--- config.mk ---
export PLATFORM = sky130hd
export DESIGN_NAME = mmc1_serial_writer
export DESIGN_NICKNAME = d
export VERILOG_FILES = /design/src/rtl/mmc1_serial_writer.sv
export SDC_FILE = /design/constraint.sdc
export NUM_CORES = 1
export LEC_CHECK = 0
export CAP_MARGIN = 20
export CORE_ASPECT_RATIO = 0.8
export CORE_UTILIZATION = 36
export CTS_CLUSTER_SIZE = 10
export DETAILED_ROUTE_END_ITERATION = 16
export PLACE_DENSITY = 0.69
export SLEW_MARGIN = 20
export SYNTH_ARGS = -nofsm -noshare
export SYNTH_HDL_FRONTEND = slang
export SYNTH_SLANG_ARGS = --single-unit
--- constraint.sdc ---
create_clock -name clk -period 1.99 [get_ports clk]
set_clock_uncertainty 0.15 [all_clocks]
set_input_delay 0.4975 -clock clk [delete_from_list [all_inputs] [get_ports clk]]
set_output_delay 0.4975 -clock clk [all_outputs]
set_load 0.05 [all_outputs]
--- src/rtl/mmc1_serial_writer.sv ---
// Serialises a 5-bit MMC1 register load into single-bit CPU bus writes,
// optionally preceded by a shift-register reset write, paced by the CPU tick ce.
module mmc1_serial_writer #(
  parameter int unsigned GAP_CE = 1
) (
  input  logic        clk,
  input  logic        reset_n,
  input  logic        ce,
  input  logic        req_valid,
  output logic        req_ready,
  input  logic [1:0]  req_reg,
  input  logic [4:0]  req_data,
  input  logic        req_reset,
  output logic [15:0] prg_ain_o,
  output logic [7:0]  prg_din_o,
  output logic        prg_write_o,
  output logic        busy,
  output logic        done,
  output logic [2:0]  dbg_state
);

  typedef enum logic [2:0] {
    IDLE    = 3'd0,
    RST_WR  = 3'd1,
    RST_GAP = 3'd2,
    BIT_WR  = 3'd3,
    BIT_GAP = 3'd4
  } state_t;

  localparam logic [3:0] GAP_LD = 4'(GAP_CE);

  state_t     state, state_d;
  logic [1:0] reg_q;
  logic [4:0] data_q;
  logic [2:0] bit_idx, bit_idx_d;
  logic [3:0] gap_cnt, gap_cnt_d;
  logic       done_d;
  logic       accept;

  always_ff @(posedge clk) begin
    if (!reset_n) begin
      state   <= IDLE;
      reg_q   <= 2'd0;
      data_q  <= 5'd0;
      bit_idx <= 3'd0;
      gap_cnt <= 4'd0;
      done    <= 1'b0;
    end else begin
      state   <= state_d;
      bit_idx <= bit_idx_d;
      gap_cnt <= gap_cnt_d;
      done    <= done_d;
      if (accept) begin
        reg_q  <= req_reg;
        data_q <= req_data;
      end
    end
  end

  // Handshake: a request transfers on any clk edge where req_valid & req_ready,
  // whatever ce is; req_ready is high only in IDLE, so the sequence is
  // immune to req_* changes until it finishes.
  always_comb begin
    state_d   = state;
    bit_idx_d = bit_idx;
    gap_cnt_d = gap_cnt;
    done_d    = 1'b0;
    accept    = 1'b0;
    case (state)
      IDLE: begin
        if (req_valid) begin
          accept    = 1'b1;
          bit_idx_d = 3'd0;
          gap_cnt_d = 4'd0;
          state_d   = req_reset ? RST_WR : BIT_WR;
        end
      end
      RST_WR, BIT_WR: begin
        if (ce) begin
          gap_cnt_d = GAP_LD;
          state_d   = (state == RST_WR) ? RST_GAP : BIT_GAP;
        end
      end
      RST_GAP, BIT_GAP: begin
        if (ce) begin
          if (gap_cnt <= 4'd1) begin
            gap_cnt_d = 4'd0;
            if (state == RST_GAP) begin
              state_d = BIT_WR;
            end else if (bit_idx == 3'd4) begin
              state_d = IDLE;
              done_d  = 1'b1;
            end else begin
              state_d   = BIT_WR;
              bit_idx_d = bit_idx + 3'd1;
            end
          end else begin
            gap_cnt_d = gap_cnt - 4'd1;
          end
        end
      end
      default: state_d = IDLE;
    endcase
  end

  always_comb begin
    req_ready   = (state == IDLE);
    busy        = (state != IDLE);
    prg_write_o = (state == RST_WR) || (state == BIT_WR);
    prg_ain_o   = (state == IDLE) ? 16'h0000 : {1'b1, reg_q, 13'h0000};
    case (state)
      RST_WR:  prg_din_o = 8'h80;
      BIT_WR:  prg_din_o = {7'b0, data_q[bit_idx]};
      default: prg_din_o = 8'h00;
    endcase
    dbg_state = state;
  end

endmodule
== After elaboration in Yosys (flattened, before gate mapping) ==
Cells that the tools add are included.

* Bits of input ports: 12
* Bits in registers: 18
* Output and inout bits: 31
* Word-level logic and storage cells: 63

* Mux-type cells: 27
* Reduce and logical (&&, ||, !) cells: 11
* Add/subtract/negate cells: 2
* Bitwise operators: 4
* Eq/ne operators: 11
* $lt $le $gt $ge: 2

{| class="wikitable"
|+ Operator list
! operator !! number
|-
| 3-bit two-way mux || 10
|-
| 16-bit two-way mux || 1
|-
| 4-bit two-way mux || 4
|-
| 8-bit one-hot mux with 2 select lines || 1
|-
| 2-bit inequality test, second input constant || 6
|-
| 4-bit one-hot mux with 3 select lines || 1
|-
| 3-bit one-hot mux with 3 select lines || 1
|-
| 4-bit AND reduction || 2
|-
| 3-bit by 2-bit == test with 1-bit output, second input constant || 2
|-
| 3-bit == test, second input constant || 2
|-
| 2-bit two-way mux || 3
|-
| 3-bit one-hot mux with 2 select lines || 1
|-
| 6-bit AND reduction || 1
|-
| 3-bit nonzero test || 2
|-
| 5-bit OR reduction || 1
|-
| 4-bit by 1-bit less-or-equal comparator with 1-bit output, second input constant || 1
|-
| 3-bit by 4-bit < comparator with 1-bit output, second input constant || 1
|-
| 1-bit two-way mux || 4
|-
| 1-bit inverter || 4
|-
| 2-bit OR reduction || 2
|-
| 4-bit by 1-bit subtractor with 4-bit output, second input constant || 1
|-
| 3-bit by 1-bit adder with 3-bit output, second input constant || 1
|-
| 1-bit binary-select mux with 3-bit select || 1
|-
| 3-bit by 1-bit == test with 1-bit output, second input constant || 1
|-
| other kinds (3) || 3
|}

== Depth between registers and ports, before layout ==
* Word-level depth: 6
* Mapped depth: 6
* Mapped depth without buffers: 6

== Worst setup path after synthesis ==
Ideal clock, no wire load.

* Path kind: reg2out
* Start point: register state[0] (netlist: dbg_state[0])
* End point: output port prg_ain_o[15]
* Path buffers: 2
* Cell stages (with the launch flop): 5
* Required time: 1.342 ns
* Path slack: -1.692 ns
* Arrival time: 3.034 ns
* Cells stage by stage: dfxtp_1 buf_1 nor3_1 inv_1 buf_4

* Word-level cells in the longest chain between the ends: 2

{| class="wikitable"
|+ RTL lines
! element !! line !! text
|-
| start: declaration || 32 || <nowiki>state_t state, state_d;</nowiki>
|-
| start signal: assignment || 49 || <nowiki>state <= state_d;</nowiki>
|-
| 3-bit logical NOT || - ||
|-
| named net req_ready || 10 || <nowiki>output logic req_ready,</nowiki>
|-
| 16-bit two-way mux || 110 || <nowiki>prg_ain_o = (state == IDLE) ? 16'h0000 : {1'b1, reg_q, 13'h0000};</nowiki>
|-
| end: declaration || 14 || <nowiki>output logic [15:0] prg_ain_o,</nowiki>
|}

The timed path passes the listed nets, and every way through them passes these cells.

== Final worst setup path ==
* Start point: register bit_idx[0]
* End point: output port prg_din_o[0]

* Word-level cells in the longest chain between the ends: 3

{| class="wikitable"
|+ RTL lines
! element !! line !! text
|-
| start: declaration || 35 || <nowiki>logic [2:0] bit_idx, bit_idx_d;</nowiki>
|-
| start signal: assignment || 50 || <nowiki>bit_idx <= bit_idx_d;</nowiki>
|-
| 1-bit binary-select mux with 3-bit select || 113 || <nowiki>BIT_WR: prg_din_o = {7'b0, data_q[bit_idx]};</nowiki>
|-
| 1-bit two-way mux (not written as such) || 113 ||
|-
| 8-bit one-hot mux with 2 select lines || 111 || <nowiki>case (state)</nowiki>
|-
| end: declaration || 15 || <nowiki>output logic [7:0] prg_din_o,</nowiki>
|}

Every way passes these cells. The select of a mux whose other input is x is not followed.

==> results.cfg <==
[critical_path]
start_kind = register
crit_required_ns = 1.34
critical_path.max_fanout = 2
critPathCaptureType = output pin
criticalPathCategory = reg2out
arrival_ns = 1.65

[clocking]
h-tree-depth = 1
cts.sinks = 18
numCtsBuffers = 3
cts-hold-fix-buffers = 0
clk_pin_slew_ns = 0.07
cts-root-buf = clkbuf_8
cts_max_path_buffers = 2
cts_tree = done
clk_latency_ns = 0.25

[routing]
post_drt_via_cell_ratio = 4.67
wirelength_um = 2520
vias = 1032
firstDrtPassIters = 4
drt_iter0_markers = 47
route.detailed.drc = 0
antenna_left = 0
wl_per_cell_um = 11.4

[die]
die_w_um = 67.0
num_io_pins = 43
die_height_um = 54.0
initial_utilization_pct = 38.6
num_rows = 18
dieArea_um2 = 3620
coreArea_um2 = 3150

[job]
maxCapViolations = 0

[sta]
setup_ws_ns = -0.310
final.hold.worst_slack_ns = 0.310
finalMaxSlewViolations = 0
setup_viol_count_final = 1
period_minus_slack_ns = 2.30
finalHoldViolations = 0
rsz0062_at_grt = yes
timing.fmax_ghz = 0.435
final.period_utilization_pct = 116

[yosys]
synth-async-reset-ratio_pct = 0
syn_area_um2 = 1220
ys_types = 39
synthCells = 147
synth_warnings = 0
syn_area_per_cell_um2 = 8.27
synth_edf_count = 0
ys.flop_type = dfxtp_1
ys_seq_area_share_pct = 29.6
ys_seq_elements = 18

[placed_design]
io_buffers = 23
dpl.hpwl_um = 1900
pre_cts_ws_ns = -0.175
place_area_um2 = 1550
globalplace.congestion = 0.806

[final_layout]
finalNetCount = 198
area_delta_synth_final_pct = 38.7
multi_input_area_um2 = 778
layout_common_cells = nand2_1, buf_4, conb_1, dfxtp_1, clkdlybuf4s50_1
layout-drive-gt1-share_pct = 29.3
fin_area_um2 = 1690
seqCellArea_um2 = 375
fillers = 294
antenna_cells = 0
fin_util_pct = 53.5
final_common_cell = nand2_1

[power]
leakage_nw = 0.724
vdd_drop_max_uv = 499
p_per_area_nw_per_um2 = 1470

[global_route]
grt_max_degree = 16
use_met2_pct = 26.8
grt_pass1_vias = 907
gr-usage-met1_pct = 18.5
grt_usage_pct = 15.6
grt.busiest_layer = met2
grt_antenna_before_repair = 0
grt_first_pass_wirelength_um = 4110
met3_usage_pct = 3.81
overflow = 0

[outcome]
violations = negative setup slack
outcome = finished with violations

[hold_path]
holdCritPathClass = reg2reg
==> power breakdown <==
| group | internal, W | total [W] | switching [W] |
|---|---|---|---|
| sequential | 0.000456 | 0.000606 | 0.000150 |
| combinational | 0.000678 | 0.00158 | 0.000900 |
| clock | 0.000176 | 0.000298 | 0.000122 |
| total | 0.00131 | 0.00248 | 0.00117 |
==> path summary, 6_finish.rpt <==
path               from            to  slack (ns)  depth (start not counted)
min reg2reg    reg_q[1]      reg_q[1]        0.31                          2
min            reg_q[1]      reg_q[1]        0.31                          2
max          bit_idx[0]  prg_din_o[0]       -0.31                          5
max reg2reg  gap_cnt[0]  dbg_state[0]        0.11                          7
==> per-layer routing <==
layer  vias up  part of all wire (%)
li1        533                     -
met1       464                    46
met2        30                    48
met3         5                   4.6
met4         0                   1.9
met5         -                     0
==> worst max-delay path: stages, from the launching register on <==
cell and delay (ns):
dfxtp_2 0.33, mux4_2 0.50, nor2b_4 0.14, a41oi_2 0.22, nor3_4 0.05, buf_6 0.15
==> what timing repair did <==
item	CTS	global route
setup endpoints to repair	3	9
pin swaps	1	4
setup buffers	1	5
gates resized for setup	2	9
==> kinds of logic after synthesis <==
logic type / after synthesis / share of synthesized area, %
simple gates: 54 / 22.9
buf+inv: 34 / 17.2
compound gates: 26 / 16.3
flops: 18 / 29.6
mux: 9 / 8.85
fa+ha+maj: 4 / 4.12
other cells: 1 / 0.308
xor+xnor: 1 / 0.720
==> through the flow <==
stage	cells	total power (W)	setup TNS, ns
finish	221	0.00248	-0.310
detailed placement	211	0.00210	-1.64
floorplan	165	0.00166	-1.14
CTS	216	0.00243	-0.314
global placement	211	0.00207	-1.14
global route	221	0.00265	-0.371
==> synth_stat cells (3+ instances only) <==
cell type | number | area (um^2)
nor3_1 | 3 | 15.0
inv_1 | 8 | 30.0
buf_4 | 21 | 158
nand3_1 | 3 | 15.0
ha_1 | 4 | 50.1
nor2b_1 | 3 | 18.8
o21ai_0 | 5 | 25.0
nor2_1 | 6 | 22.5
or3_1 | 3 | 18.8
dfxtp_1 | 18 | 360
nand2b_1 | 3 | 18.8
nand2_1 | 22 | 82.6
a21boi_0 | 7 | 52.6
mux2i_1 | 7 | 70.1
==> layout make-up <==
type                       instances  share of cell area (%)
clock buffer                       4                    3.26
inverter                           8                    2.00
multi-input combinational        113                    46.1
sequential                        18                    22.3
tap                               40                    2.97
timing repair buffer              38                    23.4
==> flip-flops by register name, indices dropped and copies added, names as in the netlist <==
| signal | flops |
|---|---|
| bit_idx | 3 |
| data_q | 5 |
| dbg_state | 3 |
| done | 1 |
| gap_cnt | 4 |
| reg_q | 2 |
(Power assumes the default switching activity.)
